File: src/rtl/mc_pkg.sv
// rtl/mc_pkg.sv - shared types and constants for the Monte-Carlo sample controller
package mc_pkg;

  localparam int LFSR_W      = 10;
  localparam int COORD_LIMIT = 100;
  localparam int TAP_HI      = 9;
  localparam int TAP_LO      = 6;
  localparam int CMP_LAT     = 3;

  // Low 7 bits of an LFSR form the coordinate candidate
  localparam logic [LFSR_W-1:0] CAND_MASK = 10'h07F;

  typedef enum logic [2:0] {
    S_IDLE,
    S_GEN,
    S_ARM,
    S_RUN1,
    S_RUN2,
    S_RUN3,
    S_CAPTURE,
    S_FIN
  } state_t;

  function automatic logic [LFSR_W-1:0] lfsr_next(input logic [LFSR_W-1:0] q);
    return {q[LFSR_W-2:0], q[TAP_HI] ^ q[TAP_LO]};
  endfunction

endpackage

File: src/rtl/mc_lfsr10.sv
// rtl/mc_lfsr10.sv - 10-bit Fibonacci LFSR, taps (9,6), period 1023, steps when enabled
module mc_lfsr10
  import mc_pkg::*;
#(
  parameter logic [LFSR_W-1:0] SEED = 10'h001
) (
  input  logic              clk,
  input  logic              reset_n,
  input  logic              step,
  output logic [LFSR_W-1:0] q
);

  always_ff @(posedge clk or negedge reset_n) begin
    if (!reset_n) begin
      q <= SEED;
    end else if (step) begin
      q <= lfsr_next(q);
    end
  end

endmodule

File: src/rtl/mc_sample_ctrl.sv
// rtl/mc_sample_ctrl.sv - Monte-Carlo sample sequencer driving an external in-circle comparator
// Optional reject counter output enabled by MC_SAMPLE_REJECT_CNT_EN.
module mc_sample_ctrl
  import mc_pkg::*;
#(
  parameter logic [LFSR_W-1:0] SEED_X = 10'h001,
  parameter logic [LFSR_W-1:0] SEED_Y = 10'h002
) (
  input  logic              clk,
  input  logic              reset_n,
  input  logic              start,
  input  logic [15:0]       num_samples,
  input  logic              in_circle,
  output logic [LFSR_W-1:0] x_out,
  output logic [LFSR_W-1:0] y_out,
  output logic              cmp_reset,
  output logic              busy,
  output logic              done,
  output logic [15:0]       hits,
  output logic [15:0]       total
`ifdef MC_SAMPLE_REJECT_CNT_EN
  ,
  output logic [15:0]       rejects
`endif
);

  state_t            state;
  state_t            state_next;
  logic [LFSR_W-1:0] lfsr_x;
  logic [LFSR_W-1:0] lfsr_y;
  logic [LFSR_W-1:0] cand_x;
  logic [LFSR_W-1:0] cand_y;
  logic              cand_ok;
  logic              last_sample;
  logic              start_ok;
  logic [15:0]       n_lat;

  mc_lfsr10 #(.SEED(SEED_X)) u_lfsr_x (
    .clk     (clk),
    .reset_n (reset_n),
    .step    (state == S_GEN),
    .q       (lfsr_x)
  );

  mc_lfsr10 #(.SEED(SEED_Y)) u_lfsr_y (
    .clk     (clk),
    .reset_n (reset_n),
    .step    (state == S_GEN),
    .q       (lfsr_y)
  );

  assign cand_x      = lfsr_x & CAND_MASK;
  assign cand_y      = lfsr_y & CAND_MASK;
  assign cand_ok     = (cand_x < LFSR_W'(COORD_LIMIT)) && (cand_y < LFSR_W'(COORD_LIMIT));
  assign last_sample = (total + 16'd1) == n_lat;
  assign start_ok    = (state == S_IDLE) && start;

  always_ff @(posedge clk or negedge reset_n) begin
    if (!reset_n) begin
      state <= S_IDLE;
    end else begin
      state <= state_next;
    end
  end

  always_comb begin
    state_next = state;
    cmp_reset  = 1'b0;
    case (state)
      S_IDLE: begin
        cmp_reset = 1'b1;
        if (start) begin
          state_next = (num_samples == 16'd0) ? S_FIN : S_GEN;
        end
      end
      S_GEN:     if (cand_ok) state_next = S_ARM;
      S_ARM: begin
        cmp_reset  = 1'b1;
        state_next = S_RUN1;
      end
      S_RUN1:    state_next = S_RUN2;
      S_RUN2:    state_next = S_RUN3;
      S_RUN3:    state_next = S_CAPTURE;
      S_CAPTURE: state_next = last_sample ? S_FIN : S_GEN;
      S_FIN: begin
        cmp_reset  = 1'b1;
        state_next = S_IDLE;
      end
      default:   state_next = S_IDLE;
    endcase
  end

  // done is registered off FIN so it lands in the IDLE cycle, the same edge busy drops
  always_ff @(posedge clk or negedge reset_n) begin
    if (!reset_n) begin
      n_lat <= 16'd0;
      hits  <= 16'd0;
      total <= 16'd0;
      x_out <= '0;
      y_out <= '0;
      busy  <= 1'b0;
      done  <= 1'b0;
    end else begin
      done <= (state == S_FIN);
      if (start_ok) begin
        n_lat <= num_samples;
        hits  <= 16'd0;
        total <= 16'd0;
        busy  <= (num_samples != 16'd0);
      end else if (state == S_FIN) begin
        busy <= 1'b0;
      end
      if ((state == S_GEN) && cand_ok) begin
        x_out <= cand_x;
        y_out <= cand_y;
      end
      if (state == S_CAPTURE) begin
        hits  <= hits + {15'd0, in_circle};
        total <= total + 16'd1;
      end
    end
  end

`ifdef MC_SAMPLE_REJECT_CNT_EN
  always_ff @(posedge clk or negedge reset_n) begin
    if (!reset_n) begin
      rejects <= 16'd0;
    end else if (start_ok) begin
      rejects <= 16'd0;
    end else if ((state == S_GEN) && !cand_ok && (rejects != 16'hFFFF)) begin
      rejects <= rejects + 16'd1;
    end
  end
`endif

endmodule

File: config.mk
export PLATFORM = sky130hd
export DESIGN_NAME = mc_sample_ctrl
export DESIGN_NICKNAME = d
export VERILOG_FILES = /design/src/rtl/mc_pkg.sv /design/src/rtl/mc_lfsr10.sv /design/src/rtl/mc_sample_ctrl.sv
export SDC_FILE = /design/constraint.sdc
export NUM_CORES = 1
export LEC_CHECK = 0
export CELL_PAD_IN_SITES_DETAIL_PLACEMENT = 0
export CELL_PAD_IN_SITES_GLOBAL_PLACEMENT = 1
export CORE_MARGIN = 4
export CORE_UTILIZATION = 35
export DETAILED_ROUTE_END_ITERATION = 10
export PLACE_DENSITY = 0.8
export SLEW_MARGIN = 30
export SYNTH_ARGS = -nofsm -noshare
export SYNTH_HDL_FRONTEND = slang
export SYNTH_SLANG_ARGS = --single-unit
File: constraint.sdc
create_clock -name clk -period 2.4 [get_ports clk]
set_clock_uncertainty 0.1 [all_clocks]
set_input_delay 0.24 -clock clk [delete_from_list [all_inputs] [get_ports clk]]
set_output_delay 0.24 -clock clk [all_outputs]
set_load 0.1 [all_outputs]
Word-level counts from Yosys, hierarchy flattened

Index checks and enable logic that the tools add are counted.
Widths: inputs -> output; s select.

Bits in registers: 87
Latch bits: 0
Bits in writable memories: 0
Memory bits (read-only): 0
Input bits: 20
Output and inout bits: 55
Word-level logic and storage cells: 47
Memories kept: 0

$add $sub $neg: 2
Multipliers: 0
Div/mod/pow operators: 0
Magnitude comparators: 2
Equal/unequal tests: 10
Shifts and indexed selects: 0
Mux-type cells: 11
Bitwise gates (word level): 2
Reduce and logical (&&, ||, !) cells: 10

Operators with widths:

| cell                  | count |
|---|---|
| $mux 16               | 3 |
| $pmux 3 s8            | 1 |
| $add 16x1->16         | 1 |
| $add 16x1->16 const B | 1 |
| $eq 16x16->1          | 1 |
| $logic_not 16->1      | 1 |
| $reduce_bool 16->1    | 1 |
| $lt 7x7->1 const B    | 2 |
| $eq 3x3->1 const B    | 4 |
| $mux 3                | 4 |
| $eq 3x2->1 const B    | 2 |
| $ne 2x2->1 const B    | 2 |
| $reduce_bool 2->1     | 2 |
| $eq 3x1->1 const B    | 1 |
| $logic_and 1x1->1     | 3 |
| $logic_not 3->1       | 1 |
| $mux 1                | 3 |
| $reduce_or 3->1       | 1 |
| $reduce_and 2->1      | 1 |
| $xor 1x1->1           | 2 |

Logic depth before layout (Yosys ltp)

Gate-level depths: netlist of run 1.

Word-level depth: 4
Gate-level depth with buffers: 8
Depth with buffers taken out: 8

By module

Synthesis of run 1 repeated with hierarchy kept, for this count alone.

Cell total of the unflattened synthesis: 435
Area total of the unflattened synthesis: 4,370.4 um^2

Modules (own cells, without submodules):

| module         | times used | cells an instance | area each (um^2) | seq. area each (um^2) |
|---|---|---|---|---|
| mc_sample_ctrl | 1          | 389               | 3,547.2          | 1,676.6 |
| mc_lfsr10      | 2          | 23                | 411.6            | 251.5 |

Worst setup path before layout of run 1

Ideal clock, no wire load.

Kind: register -> output
From: register state[0]
To: output cmp_reset
Arrival: 2.626 ns
Data required time: 2.060 ns
Path slack: -0.566 ns
Stages on the path, launching flop included: 3
Buffers on the path: 1
Cells stage by stage: dfrtp_1 > buf_2 > o21ai_0

Word-level cells in the longest chain between the ends: 3
Elaborated cells between the ends (all ways): 5
Those cells by class: 2 x eq/ne; 1 x mux; 2 x reduce/logical

Ends and longest elaborated chain:

| item                                     | RTL line             | source |
|---|---|---|
| from (decl)                              | mc_sample_ctrl.sv:27 | `state_t state;` |
| from (signal assigned)                   | mc_sample_ctrl.sv:62 | `state <= state_next;` |
| $eq 3x3->1, or another cell as far along | mc_sample_ctrl.sv:69 | `case (state)` |
| $reduce_or 3->1 (no source line) (*)     | n/a                  |  |
| $mux 1 (*)                               | mc_sample_ctrl.sv:69 |  |
| to (decl)                                | mc_sample_ctrl.sv:16 | `output logic cmp_reset,` |

Every way passes the cells marked *; elsewhere a longest branch is shown, timed or not.

Worst setup path in the final report of run 1

From: register total[0]
To: register state[1]

Word-level cells in the longest chain between the ends: 4

Ends and longest elaborated chain:

| item                   | RTL line              | source |
|---|---|---|
| from (decl)            | mc_sample_ctrl.sv:20  | `output logic [15:0] total` |
| from (signal assigned) | mc_sample_ctrl.sv:119 | `total <= total + 16'd1;` |
| $add 16x1->16          | mc_sample_ctrl.sv:55  | `assign last_sample = (total + 16'd1) == n_lat;` |
| $eq 16x16->1           | mc_sample_ctrl.sv:55  |  |
| $mux 3                 | mc_sample_ctrl.sv:84  | `S_CAPTURE: state_next = last_sample ? S_FIN : S_GEN;` |
| $pmux 3 s8             | mc_sample_ctrl.sv:69  |  |

No other way between the ends.
A chain may end at the register's enable or synchronous reset.

==> results.md, run 1 <==
* Gr ovfl total at 0
* Detail-routed via count per cell at roughly 5
* Die Y at 120 um
* Syn_area_per_cell at roughly 11 sq um
* Seq pwr share at 0.346
* IO Port Bufs at 68
* First-pass GRT wire length at 16700 um
* Final hold violations at 0
* Pleak at 2.46 nW
* Row cnt at 40
* Internal power at 0.00378 W
* Clock tree buffer depth at 2
* DPL Wire Length at 7410 um
* Switch share at 0.455
* Worst relative slew slack at 0.616
* Final instance area at roughly 0.0054 sq mm
* Root buf cell: clkbuf_16
* CP arrival at 2.38 ns
* GRT busiest layer: met2
* Clock Latency Late Sink at ~0.34 ns
* Top_reg_cell synth: dfrtp_1
* Slew @ Worst Pin at 0.576 ns
* Die X at between 100 and 150 um
* H-tree depth at 3
* Core Footprint at 0.0121 sq mm
* Sw Pwr at roughly 0.0032 W
* Clk pin slew, worst setup/hold paths at approximately 0.070 ns
* Vias in the first global route at 3226
* Max FO, Critical Path at 7
* Total CTS buffers at 9
* Syn Std Cell Area at around 0.0044 sq mm
* Final setup vio count at 0
* Final WL at between 10000 and 15000 um
* Critical path required time at around 2.6 ns
* Share of cells above drive strength 1 at 0.311
* Hold Crit Class: input pin to async pin
* Max-slew violations at 0
* GRT Util Overall at 0.147
* RSZ-0062 raised after global routing: no
* Initial DRC Count at 236
* Vias at ~3400
* Synth warn at 0
* Post-placement cell count at 641
* CP Capture Type: flop
* R2R depth at 7
* Ant. Diodes at 0
* Worst-path cell chain: ha_2 -> nand3_1 -> or4_4 -> xnor2_2 -> a211oi_2 -> nand4_1 -> nand2_1
* Largest stage delay on the critical path at 0.58 ns
* Cells after Synth at 412
* Clock Power Share at 0.187
* Power per cell area at 1280 mW/mm^2
* Final Wtd Congestion at 0.848
* Synth unique cells at 51
* Sink Count at 87
* Max VDD drop at 509 uV
* Worst hold slack at 0.355 ns
* Worst setup path class: flop to flop
* Combinational fraction of design power at 0.467
* Seq/Total Area, Yosys at 0.500
* Initial Util at 0.360
* Commonest non-fill, non-tap cell in the layout: dfrtp_1
* CTS tree: yes
* Most frequent cells in the layout: dfrtp_1 (73), buf_4 (61), mux2_2 (48)
* 1st-pass router iterations at 6
* CP Launch Type: flop
* Detailed-route DRC error count at 0
* Post-synth EDFFs at 0
* Max_cap viols at 0
* Antenna violations before repair at 0
* Die area at about 0.014 sq mm
* Global routing usage on met2 at 0.234
* Met1 Use GR at 0.195
* CP Buf/Inv Count at 0
* Post-layout min period at roughly 2.2 ns
* Synth Register Bits at 87
* Largest net degree at the start of global routing at 44
* Placed inst area at 0.00515 sq mm
* Critical R2R Capture: state[1]
* Synth-to-Final Area Change at 24.8%
* NumNets Final at slightly above 500
* Reg2reg start: total[0]
* Ports at 75
* Crit share post-route at 0.918
* Slowest cell on crit path: or4_4
* Max Clock Freq at 454 MHz
* Post-route setup TNS at 0 ns
* Status: complete, no violations
* Routed length per instance at 15.5 um
* Worst reg-to-reg setup slack at ~0.20 ns
* Synth async-reset ratio at 1.00
* Cell Count, Final, Fillers Out at 657
* Routed Antenna Nets at 0
* GR Layer Usage met3 at 0.0306
* Setup Buffers After CTS at 0
* CP top delay family: simple AND/OR/NAND/NOR gates
## cell usage after synthesis (all sizes together) (2+ instances only)
cell	n	area (sq um)
dfrtp	85	2130
dfstp	2	52.6
o31ai	4	30.0
clkbuf	8	30.0
or3	3	18.8
nor3	7	40.0
nor2	25	93.8
nand2b	2	12.5
a21oi	16	80.1
o21a	3	22.5
o22ai	5	31.3
nand3	21	110
nor4	9	71.3
xor2	12	105
nand2	37	141
nand4	8	80.1
xnor2	8	77.6
and3	10	62.6
inv	6	22.5
mux2	48	541
o211ai	2	15.0
a31oi	4	25.0
o41ai	2	17.5
ha	3	37.5
nor2b	2	12.5
nor3b	4	35.0
buf	17	103
o21ai	41	205
mux2i	3	30.0
and2	2	12.5
o311a	2	20.0
## power groups by stage
stage | registers (W) | logic, W | clock network, W
floorplan | 0.00336 | 0.00152 | 0
global placement | 0.00239 | 0.00320 | 0
detailed placement | 0.00243 | 0.00326 | 0
CTS | 0.00240 | 0.00327 | 0.00135
global route | 0.00248 | 0.00344 | 0.00140
finish | 0.00240 | 0.00324 | 0.00130
## worst max path at each step
stage / from / endpoint / slack [ns] / cells after the start
final: total[0] / state[1] / 0.20 / 7
after detailed placement: total[0] / state[1] / 0.17 / 7
after global routing: total[0] / state[1] / 0.02 / 7
after CTS: total[0] / state[1] / 0.15 / 7
after global placement: in_circle / hits[8] / 0.23 / 9
after floorplan: hits[1] / hits[8] / 0.02 / 7
## state kept, by name, summed over array words and instances (netlist names)
register    count
busy            1
y_out           7
u_lfsr_x.q     10
x_out           7
done            1
total          16
hits           16
state           3
n_lat          16
u_lfsr_y.q     10
## area by class of cell
type	count	area (sq um)
multi-input cells	299	2040
well taps	168	210
clock buffers	9	225
flip-flops and latches	87	2200
inverters	6	22.5
repair buffers	82	688
clock inverters	6	47.5
fillers	1162	6680
## repair_timing
| item | in CTS | in global routing |
|---|---|---|
| hold buffers | 1 | 0 |
| resized for setup | 0 | 1 |
| hold endpoints to repair | 40 | 0 |
| endpoints found under the setup margin | 0 | 2 |
## through the flow
| stage | utilization | worst slack [ns] | power [W] |
|---|---|---|---|
| global route | 0.449 | 0.0232 | 0.00732 |
| detailed placement | 0.425 | 0.172 | 0.00569 |
| global placement | 0.425 | 0.234 | 0.00560 |
| finish | 0.449 | 0.196 | 0.00694 |
| floorplan | - | 0.0196 | 0.00488 |
| CTS | 0.449 | 0.149 | 0.00702 |
## routing by layer
metal / routed length [um] / vias to the layer above
li1: - / 1624
met1: 4730 / 1646
met2: 4830 / 81
met3: 483 / 11
met4: 165 / 0
met5: 0 / -
## kinds of logic after synthesis
| logic type | share of synthesized area |
|---|---|
| adder cells (fa/ha/maj) | 0.00862 |
| flip-flops | 0.500 |
| AND/OR/NAND/NOR | 0.168 |
| buffers and inverters | 0.0356 |
| multiplexers | 0.131 |
| XOR/XNOR | 0.0419 |
| AO/OA/AOI/OAI | 0.113 |
| other | 0.000861 |
Power figures use the tool's default switching activity.
==> run 2: changes to the inputs <==
- TNS_END_PERCENT: not set -> 10
==> run 2 against run 1 <==
Effect of this change:
- flip-flop and latch count did not move
- die area did not move
- utilization shrank 0.30 points
- first-iteration DRC count down 21%
- clock power grew 5%
- via count down 0.39%
- combinational power about the same
- cell count is 0.15% lower
- register-to-register slack about the same
- fmax about the same
- non-clock buffer count fell by 2
- worst setup slack worse by 0.0017 ns
- critical path type unchanged
==> results.md, run 2 (synthesis gave the netlist of run 1 again) <==
* Largest stage delay on the critical path at 0.59 ns (about the same)
* IO Port Bufs at 68 (unchanged)
* CTS tree: yes
* CP top delay family: simple AND/OR/NAND/NOR gates
* Share of cells above drive strength 1 at 0.285 (-0.0260)
* Vias at 3349 (-0.39%)
* Worst-path cell chain: ha_2 -> nand3_1 -> or4_4 -> xnor2_2 -> a211oi_2 -> nand4_1 -> nand2_1
* Gr ovfl total at 0 (unchanged)
* NumNets Final at 506 (-0.39%)
* Status: complete, no violations
* Worst relative slew slack at 0.591 (-0.0255)
* Total CTS buffers at 9 (unchanged)
* Max VDD drop at 541 uV (+6.1%)
* Max FO, Critical Path at 7 (unchanged)
* Slowest cell on crit path: or4_4
* Ports at 75 (unchanged)
* DPL Wire Length at 7310 um (-1.3%)
* Final core occ at 0.446 (-0.00300)
* Initial Util at 0.360 (unchanged)
* Root buf cell: clkbuf_16
* Vias in the first global route at 3281 (+1.7%)
* Power per cell area at 1290 mW/mm^2 (+0.75%)
* Regs by FF count: hits (16), n_lat (16), total (16)
* Slew @ Worst Pin at 0.613 ns (+0.0367 ns)
* Post-placement cell count at 639 (-0.31%)
* Detail-routed via count per cell at 5.11 (-0.23%)
* Max_cap viols at 0 (unchanged)
* Setup slack after layout at 0.195 ns (-0.00170 ns)
* Setup Buffers After CTS at 0 (unchanged)
* Final WL at 10400 um (+1.8%)
* Worst setup path class: flop to flop
* Final hold violations at 0 (unchanged)
* H-tree depth at 3 (unchanged)
* Max-slew violations at 0 (unchanged)
* Most frequent cells in the layout: dfrtp_1 (85), buf_4 (60), mux2_2 (48)
* CP Capture Type: flop
* Pre-CTS setup slack at 0.182 ns (+0.0101 ns)
* Final instance area at 0.00540 sq mm (-0.67%)
* RSZ-0062 raised after global routing: no
* Post-route setup TNS at 0 ns (unchanged)
* Post-layout min period at 2.21 ns (+0.00171 ns)
* Final setup vio count at 0 (unchanged)
* Core Footprint at 0.0121 sq mm (unchanged)
* Max Clock Freq at 453 MHz (about the same)
* Die area at 0.0143 sq mm (unchanged)
* Routed length per instance at 15.8 um (+1.9%)
* Die X at 120 um (unchanged)
* Clock Latency Late Sink at 0.34 ns (about the same)
* Critical path required time at 2.58 ns (about the same)
* Die Y at 120 um (unchanged)
* Synth-to-Final Area Change at 24.0%
* Largest net degree at the start of global routing at 51 (+16%)
* Hold Crit Class: input pin to async pin
* Sink Count at 87 (unchanged)
* GRT Util Overall at 0.151 (+0.00339)
* First-pass GRT wire length at 17200 um (+3.2%)
* Pleak at 2.46 nW (+0.20%)
* CP Launch Type: flop
* Row cnt at 40 (unchanged)
* Crit share post-route at 0.919 (about the same)
* Cell Count, Final, Fillers Out at 656 (-0.15%)
* Detailed-route DRC error count at 0 (unchanged)
* Antenna violations before repair at 0 (unchanged)
* Routed Antenna Nets at 0 (unchanged)
* Clk pin slew, worst setup/hold paths at 0.07 ns (about the same)
* Final Wtd Congestion at 0.865 (+1.9%)
* Commonest non-fill, non-tap cell in the layout: dfrtp_1
* 1st-pass router iterations at 4 (-2)
* Placed inst area at 0.00510 sq mm (-0.92%)
* CP Buf/Inv Count at 0 (unchanged)
* Ant. Diodes at 0 (unchanged)
* Initial DRC Count at 186 (-21%)
* Clock tree buffer depth at 2 (unchanged)
* CP arrival at 2.38 ns (about the same)
## run 2: cell types whose count changed in the layout (fill, tap and decap cells not counted)
| cell | change |
|---|---|
| buf_12 | -1 |
| buf_4 | -1 |
| clkinv_2 | -1 |
| clkinv_4 | -3 |
| clkinvlp_4 | +1 |
| dfrtp_1 | +12 |
| dfrtp_2 | -10 |
| dfrtp_4 | -2 |
| inv_6 | +4 |
## run 2: worst register-to-register path, stage by stage, from the launching register on
cell,delay (ns)
dfrtp_1,0.43
ha_2,0.27
nand3_1,0.15
or4_4,0.59
xnor2_2,0.15
a211oi_2,0.21
nand4_1,0.14
nand2_1,0.10
## run 2: final cells by class
class                           count  area, sq um
Inverter                            6         22.5
Clock inverter                      7         58.8
Tap cell                          168          210
Multi-Input combinational cell    299         2040
Sequential cell                    87         2180
Clock buffer                        9          225
Fill cell                        1180         6710
Timing Repair Buffer               80          661
## run 2: worst paths after layout
| path | start | end | slack (ns) | depth (start not counted) |
|---|---|---|---|---|
| min in group clk | hits[15] | hits[15] | 0.39 | 1 |
| worst max-delay path | total[1] | state[1] | 0.19 | 7 |
| worst min-delay path | reset_n | y_out[5] | 0.30 | 2 |
| worst max register to register | total[1] | state[1] | 0.19 | 7 |
| max in group asynchronous | reset_n | hits[1] | 1.26 | 3 |
| worst min register to register | hits[15] | hits[15] | 0.39 | 1 |
## run 2: stage by stage
step / power, W / hold slack, ns
5_1_grt: 0.00736 / 0.336
4_1_cts: 0.00702 / 0.311
3_3_place_gp: 0.00556 / 0.139
6_report: 0.00695 / 0.304
2_1_floorplan: 0.00487 / -0.156
3_5_place_dp: 0.00563 / 0.143
## run 2: report_power, final
group | switching, W | internal [W] | total (W)
sequential | 0.000420 | 0.00195 | 0.00237
clock | 0.000635 | 0.000722 | 0.00136
combinational | 0.00213 | 0.00109 | 0.00322
## run 2: per-layer routing
metal / up-vias / share of wire / track usage
met5: - / 0 / 0
met4: 0 / 0.014 / 0.0515
met3: 11 / 0.041 / 0.0330
met2: 79 / 0.46 / 0.230
met1: 1642 / 0.48 / 0.212
li1: 1617 / - / -
## run 2: what timing repair did
item                                    4_1_cts  5_1_grt
resized for setup                             0        1
endpoints found under the setup margin        0        2
hold buffers                                  1        0
endpoints found under the hold margin        35        0
==> run 3: changes to the inputs <==
- ABC_AREA: not set -> 1
- PLACE_DENSITY: 0.8 -> 0.84
==> run 3 against run 2 <==
Effect of this change:
- total power shrank 26%
- utilization up 0.25 points
- sequential share of layout area shrank 0.22 points
- final area increased by 0.56%
==> results.md, run 3 <==
* Max FO, Critical Path at 6 (-1)
* Post-layout min period at 2.06 ns (-0.146 ns)
* Internal power at 0.00294 W (-22%)
* Most frequent cells in the layout: nand2_1 (155), dfrtp_1 (85), inv_1 (67)
* Top_reg_cell synth: dfrtp_1
* Max_cap viols at 0 (unchanged)
* Cells after Synth at 541 (+31%)
* Clk pin slew, worst setup/hold paths at 0.06 ns (about the same)
* Share of cells above drive strength 1 at 0.164 (-0.121)
* Worst-path cell chain: ha_1 -> nand2_2 -> nor2_4 -> nand2_2 -> nor2_2 -> xnor3_1 -> nand2_1 -> nor2_1 -> nand2_1 -> nand3_1 -> nand2_1 -> inv_1
* Final setup vio count at 0 (unchanged)
* 1st-pass router iterations at 5 (+1)
* Pleak at 2.57 nW (+4.5%)
* Largest stage delay on the critical path at 0.48 ns (-0.11 ns)
* Combinational fraction of design power at 0.372 (-0.091)
* CP Launch Type: flop
* CP Capture Type: flop
* Initial DRC Count at 166 (-11%)
* Worst hold slack at 0.368 ns (+0.0634 ns)
* Clock Latency Late Sink at 0.34 ns (about the same)
* Setup Buffers After CTS at 0 (unchanged)
* Max VDD drop at 528 uV (-2.3%)
* IO Port Bufs at 68 (unchanged)
* Largest net degree at the start of global routing at 52 (+2.0%)
* Max Clock Freq at 486 MHz (+7.1%)
* Worst reg-to-reg setup slack at 0.34 ns (+0.15 ns)
* Routed Antenna Nets at 0 (unchanged)
* Clock tree buffer depth at 2 (unchanged)
* Area share of the largest cell type after synthesis at 0.487 (-0.00154)
* R2R depth at 12 (+5)
* Antenna violations before repair at 0 (unchanged)
* Clock Power Share at 0.260 (+0.065)
* Ranking of synthesized cells by area: dfrtp_1 (49%), nand2_1 (13%), o21ai_0 (6.5%), inv_1 (5.8%), nand3_1 (4.4%)
* Power per cell area at 944 mW/mm^2 (-27%)
* Slew @ Worst Pin at 0.702 ns (+0.0898 ns)
* CP arrival at 2.20 ns (-0.18 ns)
* Final hold violations at 0 (unchanged)
* Seq/Total Area, Yosys at 0.499 (-0.00158)
* Top post-synthesis cells by count: nand2_1 (155), dfrtp_1 (85), inv_1 (67)
* H-tree depth at 3 (unchanged)
* Critical path required time at 2.54 ns (-0.04 ns)
* First-pass GRT wire length at 18300 um (+6.3%)
* Cell mode on critical path: nand2_1
* Vias at 3832 (+14%)
* Initial Util at 0.361 (+0.00114)
* Commonest non-fill, non-tap cell in the layout: nand2_1
* Worst hold start: num_samples[9]
* Ant. Diodes at 0 (unchanged)
* Die X at 120 um (+0.15%)
* CP startpoint: total[1]
* Root buf cell: clkbuf_16
* RSZ-0062 raised after global routing: no
* Sw Pwr at 0.00219 W (-31%)
* Regs by FF count: hits (16), n_lat (16), total (16)
* Die Y at 120 um (+0.15%)
* Reg2reg start: total[1]
* Routed length per instance at 14.0 um (-11%)
* Final Wtd Congestion at 0.855 (-1.1%)
* Post-Synth Simple-Gate Area at 0.276 (+0.108)
* Seq pwr share at 0.367 (+0.025)
* NumNets Final at 639 (+26%)
* Worst setup path class: flop to flop
* Gr ovfl total at 0 (unchanged)
* Die area at 0.0143 sq mm (+0.29%)
* Critical R2R Capture: state[1]
* Xor/xnor share of the synthesized area at 0.0172 (-0.0248)
* WHS Path Cells at 3
* Fill cells at 1252 (+6.1%)
* Detail-routed via count per cell at 4.86 (-4.9%)
* DPL Wire Length at 8050 um (+10%)
* Synth unique cells at 39 (-24%)
* Row cnt at 40 (unchanged)
* CTS tree: yes
* Area fraction in compound gates after synthesis at 0.109 (-0.00494)
* Synth-to-Final Area Change at 24.2%
* Post-synth EDFFs at 0 (unchanged)
* Synth warn at 0 (unchanged)
* Worst Setup EP: state[1]
* Max-slew violations at 0 (unchanged)
* Status: complete, no violations
* Synth async-reset ratio at 1.00 (unchanged)
* Ports at 75 (unchanged)
* Sink Count at 87 (unchanged)
* FF+latch area at 0.00218 sq mm (unchanged)
* Post-Synth Adder-Cell Area at 0.00859 (-0.0000271)
* Post-route setup TNS at 0 ns (unchanged)
* Top cell type by total area after synthesis: dfrtp_1
* Vias in the first global route at 3748 (+14%)
* Crit share post-route at 0.858 (-0.0608)
* Final core occ at 0.448 (+0.00248)
* Slowest cell on crit path: dfrtp_1
* Core Footprint at 0.0121 sq mm (unchanged)
* Hold Crit Class: input pin to flop
* Syn_area_per_cell at 8.08 sq um (-24%)
* GRT Util Overall at 0.159 (+0.00847)
* Detailed-route DRC error count at 0 (unchanged)
* Final WL at 11100 um (+6.5%)
* Syn Std Cell Area at 0.00437 sq mm (+0.32%)
* Switch share at 0.428 (-0.0305)
* Worst relative slew slack at 0.532 (-0.0589)
* Most instantiated library cell after synthesis: nand2_1
* Multi-input gate area at 0.00185 sq mm (-9.7%)
* Largest family of logic cells by synthesized area: simple AND/OR/NAND/NOR gates
* Synth Register Bits at 87 (unchanged)
* CTS resizes at 0 (unchanged)
* Mux contribution to synthesized area at 0.00687 (-0.124)
* Total CTS buffers at 9 (unchanged)
==> run 3: cell types whose count changed after synthesis, sizes merged, moves of 11 or more <==
cell   before  now
nor2       25   36
nand3      21   41
a21oi      16    5
o21ai      41   66
nand2      37  161
inv         6   67
mux2       48    0
==> run 3: layout make-up <==
type                       count  area share
timing repair buffer          79       0.120
clock buffer                  11      0.0465
clock inverter                 5     0.00599
tap                          168      0.0387
multi-input combinational    371       0.340
sequential                    87       0.401
inverter                      68      0.0472
==> run 3: layer usage <==
metal | up-vias | GRT usage | wire (um)
met1 | 1815 | 0.200 | 4920
met2 | 104 | 0.263 | 5240
met3 | 13 | 0.0462 | 738
met5 | - | 0 | 0
li1 | 1900 | - | -
met4 | 0 | 0.0530 | 158
==> run 3: worst max-delay path, delay by kind of cell (launching register included) <==
family / cells / cell delay, ns
xor gates and xnor gates: 1 / 0.24
adders and majority gates: 1 / 0.26
buffers and inverters: 1 / 0.04
DFF: 1 / 0.48
and+or+nand+nor: 9 / 0.84
==> run 3: repair_timing <==
action / 4_1_cts / 5_1_grt
endpoints found under the setup margin: 0 / 0
hold buffers: 1 / 0
endpoints found under the hold margin: 49 / 0
==> run 3: logic make-up after synthesis <==
kind of cell	after synthesis
AOI/OAI and AO/OA	88
muxes	3
other	1
DFF	87
and+or+nand+nor	264
xor gates and xnor gates	7
adders and majority gates	3
buffers and inverters	88
==> run 3: power by group through the flow <==
| stage | sequential [W] | clock (W) | combinational (W) |
|---|---|---|---|
| CTS | 0.00188 | 0.00138 | 0.00193 |
| global route | 0.00192 | 0.00144 | 0.00208 |
| floorplan | 0.00235 | 0 | 0.000969 |
| detailed placement | 0.00191 | 0 | 0.00192 |
| finish | 0.00188 | 0.00134 | 0.00191 |
| global placement | 0.00190 | 0 | 0.00190 |
==> run 3: how the worst min path moves through the flow <==
stage / to
after floorplan: busy
after global placement: hits[2]
after detailed placement: hits[2]
after CTS: n_lat[9]
after global routing: n_lat[10]
final: n_lat[9]
==> run 3: metrics by stage <==
step | instances | setup WS [ns] | area, sq um | total power (W)
after floorplan | 546 | -0.364 | 4390 | 0.00332
after global placement | 772 | 0.133 | 5130 | 0.00380
after detailed placement | 772 | 0.0753 | 5130 | 0.00383
after CTS | 789 | 0.314 | 5430 | 0.00519
after global routing | 789 | 0.109 | 5430 | 0.00543
final | 789 | 0.341 | 5430 | 0.00513
